File: config.mk
export PLATFORM = sky130hd
export DESIGN_NAME = led_pattern_sequencer
export DESIGN_NICKNAME = d
export VERILOG_FILES = /design/src/rtl/led_pattern_sequencer_pkg.sv /design/src/rtl/led_pattern_sequencer_tick.sv /design/src/rtl/led_pattern_sequencer.sv
export SDC_FILE = /design/constraint.sdc
export NUM_CORES = 1
export LEC_CHECK = 0
export ABC_AREA = 1
export CAP_MARGIN = 15
export CORE_AREA = 2 2 132 70
export CTS_BUF_LIST = sky130_fd_sc_hd__clkbuf_16
export DETAILED_ROUTE_END_ITERATION = 6
export DIE_AREA = 0 0 134 72
export PLACE_DENSITY_LB_ADDON = 0.05
export SYNTH_ARGS = -nofsm -noshare
export SYNTH_HDL_FRONTEND = slang
export SYNTH_HIERARCHICAL = 1
export SYNTH_SLANG_ARGS = --single-unit
File: constraint.sdc
create_clock -name iCLK -period 2.3 [get_ports iCLK]
set_input_delay 0.23 -clock iCLK [delete_from_list [all_inputs] [get_ports iCLK]]
set_output_delay 0.23 -clock iCLK [all_outputs]
set_load 0.1 [all_outputs]
File: src/rtl/led_pattern_sequencer_pkg.sv
// led_pattern_sequencer_pkg: state encoding, step field widths and the fixed pattern ROM
package led_pattern_sequencer_pkg;
  typedef enum logic {IDLE = 1'b0, RUN = 1'b1} state_e;
  localparam int LVL = 1;
  localparam int DUR_W = 4;
  localparam int STEP_W = 2;
  localparam int PAT_W = 2;
  localparam int ENT_W = LVL + DUR_W + 1;
  typedef logic [ENT_W-1:0] entry_t;
  // Entry layout {level, dur[3:0], last}; unused slots after a last step read as zero
  function automatic entry_t rom_entry(input logic [PAT_W-1:0] pat, input logic [STEP_W-1:0] step);
    case ({pat, step})
      4'h0: rom_entry = 6'b1_0010_0;
      4'h1: rom_entry = 6'b0_0010_1;
      4'h4: rom_entry = 6'b1_0001_0;
      4'h5: rom_entry = 6'b0_0101_1;
      4'h8: rom_entry = 6'b1_0001_0;
      4'h9: rom_entry = 6'b0_0001_0;
      4'hA: rom_entry = 6'b1_0001_0;
      4'hB: rom_entry = 6'b0_0100_1;
      4'hC: rom_entry = 6'b1_0011_0;
      4'hD: rom_entry = 6'b0_0001_0;
      4'hE: rom_entry = 6'b1_0001_0;
      4'hF: rom_entry = 6'b0_0011_1;
      default: rom_entry = '0;
    endcase
  endfunction
  function automatic logic ent_level(input entry_t e);
    ent_level = e[ENT_W-1];
  endfunction
  function automatic logic ent_last(input entry_t e);
    ent_last = e[0];
  endfunction
  // A zero duration would stall the step forever, so it plays as one tick
  function automatic logic [DUR_W-1:0] ent_dur(input entry_t e);
    ent_dur = (e[DUR_W:1] == '0) ? DUR_W'(1) : e[DUR_W:1];
  endfunction
endpackage

File: src/rtl/led_pattern_sequencer_tick.sv
// led_tick_prescaler: divides the clock into one-cycle duration ticks while enabled
module led_tick_prescaler #(
  parameter int DIV = 50000000,
  parameter int CNT_W = 26
) (
  input  logic iCLK,
  input  logic iRST_N,
  input  logic iEN,
  input  logic iCLR,
  output logic oTICK
);
  localparam logic [CNT_W-1:0] LAST = CNT_W'(DIV - 1);
  logic [CNT_W-1:0] cnt_q, cnt_d;
  assign oTICK = iEN && (cnt_q == LAST);
  always_comb cnt_d = iCLR ? '0 : !iEN ? cnt_q : oTICK ? '0 : cnt_q + 1'b1;
  always_ff @(posedge iCLK or negedge iRST_N) begin
    if (!iRST_N) cnt_q <= '0;
    else cnt_q <= cnt_d;
  end
endmodule

File: src/rtl/led_pattern_sequencer.sv
// led_pattern_sequencer: plays one of four ROM blink patterns on a single LED
// with start/stop/loop control and step durations in prescaled ticks.
module led_pattern_sequencer
  import led_pattern_sequencer_pkg::*;
#(
  parameter int DIV = 50000000,
  parameter int CNT_W = 26
) (
  input  logic             iCLK,
  input  logic             iRST_N,
  input  logic             iSTART,
  input  logic             iSTOP,
  input  logic             iLOOP,
  input  logic [PAT_W-1:0] iSEL,
  output logic             oLED,
  output logic             oBUSY,
  output logic             oDONE,
  output logic [STEP_W-1:0] oSTEP,
  output logic [PAT_W-1:0] oPAT
);
  state_e state_q, state_d;
  logic led_q, led_d, done_q, done_d, tick;
  logic [STEP_W-1:0] step_q, step_d, nxt_step;
  logic [PAT_W-1:0] pat_q, pat_d;
  logic [DUR_W-1:0] rem_q, rem_d;
  entry_t cur_ent, nxt_ent, start_ent;
  led_tick_prescaler #(.DIV(DIV), .CNT_W(CNT_W)) u_tick (
    .iCLK  (iCLK),
    .iRST_N(iRST_N),
    .iEN   (state_q == RUN),
    .iCLR  (state_q == IDLE || iSTOP),
    .oTICK (tick)
  );
  assign cur_ent = rom_entry(pat_q, step_q);
  assign nxt_step = ent_last(cur_ent) ? '0 : step_q + 1'b1;
  assign nxt_ent = rom_entry(pat_q, nxt_step);
  assign start_ent = rom_entry(iSEL, '0);
  // Stop outranks start; a looping pass wraps to step 0 on the same edge
  always_comb begin
    state_d = state_q;
    led_d = led_q;
    done_d = 1'b0;
    step_d = step_q;
    pat_d = pat_q;
    rem_d = rem_q;
    if (iSTOP) begin
      state_d = IDLE;
      led_d = 1'b0;
      step_d = '0;
      rem_d = '0;
    end else if (state_q == IDLE) begin
      if (iSTART) begin
        state_d = RUN;
        pat_d = iSEL;
        step_d = '0;
        led_d = ent_level(start_ent);
        rem_d = ent_dur(start_ent);
      end
    end else if (tick) begin
      if (rem_q > DUR_W'(1)) begin
        rem_d = rem_q - 1'b1;
      end else if (ent_last(cur_ent) && !iLOOP) begin
        state_d = IDLE;
        led_d = 1'b0;
        done_d = 1'b1;
        step_d = '0;
        rem_d = '0;
      end else begin
        step_d = nxt_step;
        led_d = ent_level(nxt_ent);
        rem_d = ent_dur(nxt_ent);
      end
    end
  end
  always_ff @(posedge iCLK or negedge iRST_N) begin
    if (!iRST_N) begin
      state_q <= IDLE;
      led_q <= 1'b0;
      done_q <= 1'b0;
      step_q <= '0;
      pat_q <= '0;
      rem_q <= '0;
    end else begin
      state_q <= state_d;
      led_q <= led_d;
      done_q <= done_d;
      step_q <= step_d;
      pat_q <= pat_d;
      rem_q <= rem_d;
    end
  end
  assign oLED = led_q;
  assign oBUSY = (state_q == RUN);
  assign oDONE = done_q;
  assign oSTEP = step_q;
  assign oPAT = pat_q;
endmodule

==> key figures <==
Final layout
  – FF/Latch Area: 930 um2
  – Nets: 400
  – Multi-input combinational cell area: 1370 um2
  – N_diodes: 0
  – Share of cells above drive strength 1: 13.5%
  – Fillers: 927
  – Synthesis-to-layout area growth: 18.5%

Setup path
  – Setup CP Type: flop to flop
  – Critical Path RT: 2510 ps
  – Worst path arrival time: 2300 ps
  – Critical path capture point type: flop
  – CP max FO: 4
  – Startpoint Class: flop

Yosys
  – Post-Synth XOR/XNOR Area: 3.51%
  – Post-synth EDFFs: 0
  – Mapped Area: 2490 um2
  – Synth warnings: 6
  – Synth Area in Compound Gates: 6.97%
  – Syn Nets: 373
  – Post-synthesis adder-cell area fraction: 4.51%
  – Top post-synthesis cells by area: dfrtp_1, nand2_1, nor2_1
  – Post-synth top area cell: dfrtp_1
  – Seq cells post-synth: 37
  – Simple-Gate Fraction of Synth Area: 40.0%
  – Top_reg_cell synth: dfrtp_1
  – Yosys top cell area share: 37.1%
  – Syn Area/Cell: 6.99 um2
  – Synth Instances: 357
  – Sequential area share after synthesis: 37.1%
  – Async SR Flop Fraction: 100%
  – Multiplexer share of the synthesized area: 0%
  – Distinct cells, synth: 31
  – Largest family of logic cells by synthesized area: simple AND/OR/NAND/NOR gates

Timing
  – Layout Skew: 6.89 ps
  – Fmax: 0.477 GHz
  – Unrepaired setup endpoints after global routing: false
  – Slew HR: 67.1%
  – Final Setup Violations: 0
  – Number of hold violations in the final report: 0
  – Period minus WS final: 2100 ps
  – Worst Max-Slew Pin Slew: 493 ps
  – Fin Setup TNS: 0 ps
  – Final Cycle Share: 91.2%
  – Slew Viols, Final: 0

Power and ir drop
  – Internal power: 1.18 mW
  – Clock power frac: 37.6%
  – PwrDens: 593 nW/um2
  – Worst VDD drop: 0.303 mV
  – Leak: 1.26 nW
  – Sw frac: 32.9%
  – Sequential Power Share: 39.9%
  – Comb pwr share: 22.5%
  – Pwr Total: 1.75 mW
  – Sw Pwr: 0.576 mW

Drt
  – Antenna viol nets, final: 0
  – Routed WL: 7560 um
  – Drt first pass iters: 5
  – Via Count: 2,265
  – Via density: 4.51
  – DR iter-0 viols: 183
  – Residual DRC: 0
  – Wire per inst: 15.1 um

Floorplan
  – Full die area: 9650 um2
  – Die width: 134 um
  – Cell Rows: 24
  – I/O Pins: 14
  – Chip Height: 72 um
  – Core Region: 8440 um2
  – Initial Util: 29.6%

Clock network
  – CTS clk-pin slew, worst paths: 60 ps
  – Root buf cell: clkbuf_16
  – Num CTS Buffers: 5
  – Clock Sinks: 37
  – CTS max path bufs: 2
  – Clk_lat worst skew: 290 ps
  – H-tree depth: 2
  – Post-CTS sizing: 0
  – CTS tree: yes

Place
  – Input/output buffers: 13
  – Post-DP HPWL: 6080 um
  – Gpl congestion: 0.877

Min path
  – Worst hold-check path type: input pin to asynchronous set/reset pin

Global route
  – First-pass GRT wire length: 12,200 um
  – Pin count of the biggest net entering global routing: 22
  – Gr usage total: 17.3%
  – Vias in the first global route: 2,067
  – Initial antenna violation count: 0
  – Gr ovfl total: 0

Run
  – Max_cap viols: 0

Outcome
  – Status: completed
[cell type report]
type / count / share of cell area [%]
Clock inverter: 3 / 0.381
Sequential cell: 37 / 31.5
Timing Repair Buffer: 22 / 6.44
Multi-Input combinational cell: 270 / 46.4
Inverter: 48 / 6.10
Clock buffer: 5 / 4.23
Tap cell: 117 / 4.95
[per-layer routing]
layer	vias up	global-route usage, %	part of all wire, %
met2	66	16.8	28
li1	1180	-	-
met3	5	4.68	7.1
met4	0	3.55	0.66
met5	-	0	0
met1	1014	31.8	64
[worst paths after layout]
kind / from / to / slack [ps] / depth (start not counted)
worst min register to register: oLED / oLED / 500 / 2
max in group asynchronous: iRST_N / rem_q[0] / 1240 / 3
worst max register to register: oSTEP[1] / rem_q[1] / 200 / 12
worst min-delay path: iRST_N / u_tick/cnt_q[12] / 410 / 2
worst max-delay path: oSTEP[1] / rem_q[1] / 200 / 12
min in group iCLK: oLED / oLED / 500 / 2
[synth_stat cells (2+ instances only)]
cell type	n
inv_1	44
nand3_2	3
nand3_1	23
dfrtp_1	37
nor2_2	8
nor2_4	4
xor2_1	6
o21ai_0	8
nor3_1	7
xnor2_1	4
nand2_1	92
nand2_2	3
a21oi_1	9
ha_1	9
o32ai_1	2
nand4_1	11
o21ai_2	3
nor2_1	68
inv_2	4
[through the flow]
stage | util (%) | cell area, um2 | hold slack (ps) | cells | setup WS [ps]
after floorplan | - | 2500 | -65.6 | 357 | -57.3
after global placement | 33.3 | 2810 | 197 | 493 | 72.4
after detailed placement | 33.3 | 2810 | 196 | 493 | 128
after CTS | 35.0 | 2960 | 427 | 502 | 199
after global routing | 35.0 | 2960 | 461 | 502 | 25.4
final | 35.0 | 2960 | 408 | 502 | 202
[placed cells by master, fill, tap and decap left out, types with 2 or more instances in the layout]
cell type	netlist	routed
nand3_2	3	3
clkbuf_16	0	5
nor2_2	8	8
nand2_1	92	92
nor2_1	68	68
xor2_1	6	6
dfrtp_2	0	3
clkdlybuf4s50_1	0	5
o32ai_1	2	2
dfrtp_1	37	34
ha_1	9	9
buf_4	0	14
inv_2	4	4
o21ai_2	3	3
nor3_1	7	7
nand2_2	3	3
nor2_4	4	4
o21ai_0	8	8
inv_1	44	46
a21oi_1	9	9
nand3_1	23	23
xnor2_1	4	4
nand4_1	11	11
[sequential cells by signal (all words and copies together), names as in the netlist]
| name | flops |
|---|---|
| oPAT | 2 |
| oSTEP | 2 |
| rem_q | 4 |
| oBUSY | 1 |
| oDONE | 1 |
| u_tick/cnt_q | 26 |
| oLED | 1 |
[worst max-delay path, stage by stage (launching register included)]
cell     delay [ps]
dfrtp_2         410
inv_1           110
ha_1            200
nand2_2          80
and2_4          160
nand2_1          80
ha_1            270
or2_2           290
o21ai_1         140
nand2_1          90
nand2_1          60
nand2_1          80
o21ai_2          70
[power groups by stage]
stage / combinational, mW / clock (mW) / sequential, mW
6_report: 0.394 / 0.660 / 0.699
4_1_cts: 0.392 / 0.681 / 0.700
2_1_floorplan: 0.178 / 0 / 0.799
5_1_grt: 0.433 / 0.711 / 0.704
3_3_place_gp: 0.395 / 0 / 0.712
3_5_place_dp: 0.388 / 0 / 0.711
[kinds of logic after synthesis]
| logic type | count (synthesis) |
|---|---|
| xor gates and xnor gates | 10 |
| buffers and inverters | 50 |
| DFF | 37 |
| AOI/OAI and AO/OA | 27 |
| and+or+nand+nor | 224 |
| adders and majority gates | 9 |
[what timing repair did]
| action | CTS | global route |
|---|---|---|
| hold buffers | 1 | 0 |
| endpoints found under the hold margin | 16 | 0 |
| setup buffers | 0 | 0 |
Power figures use the tool's default switching activity.
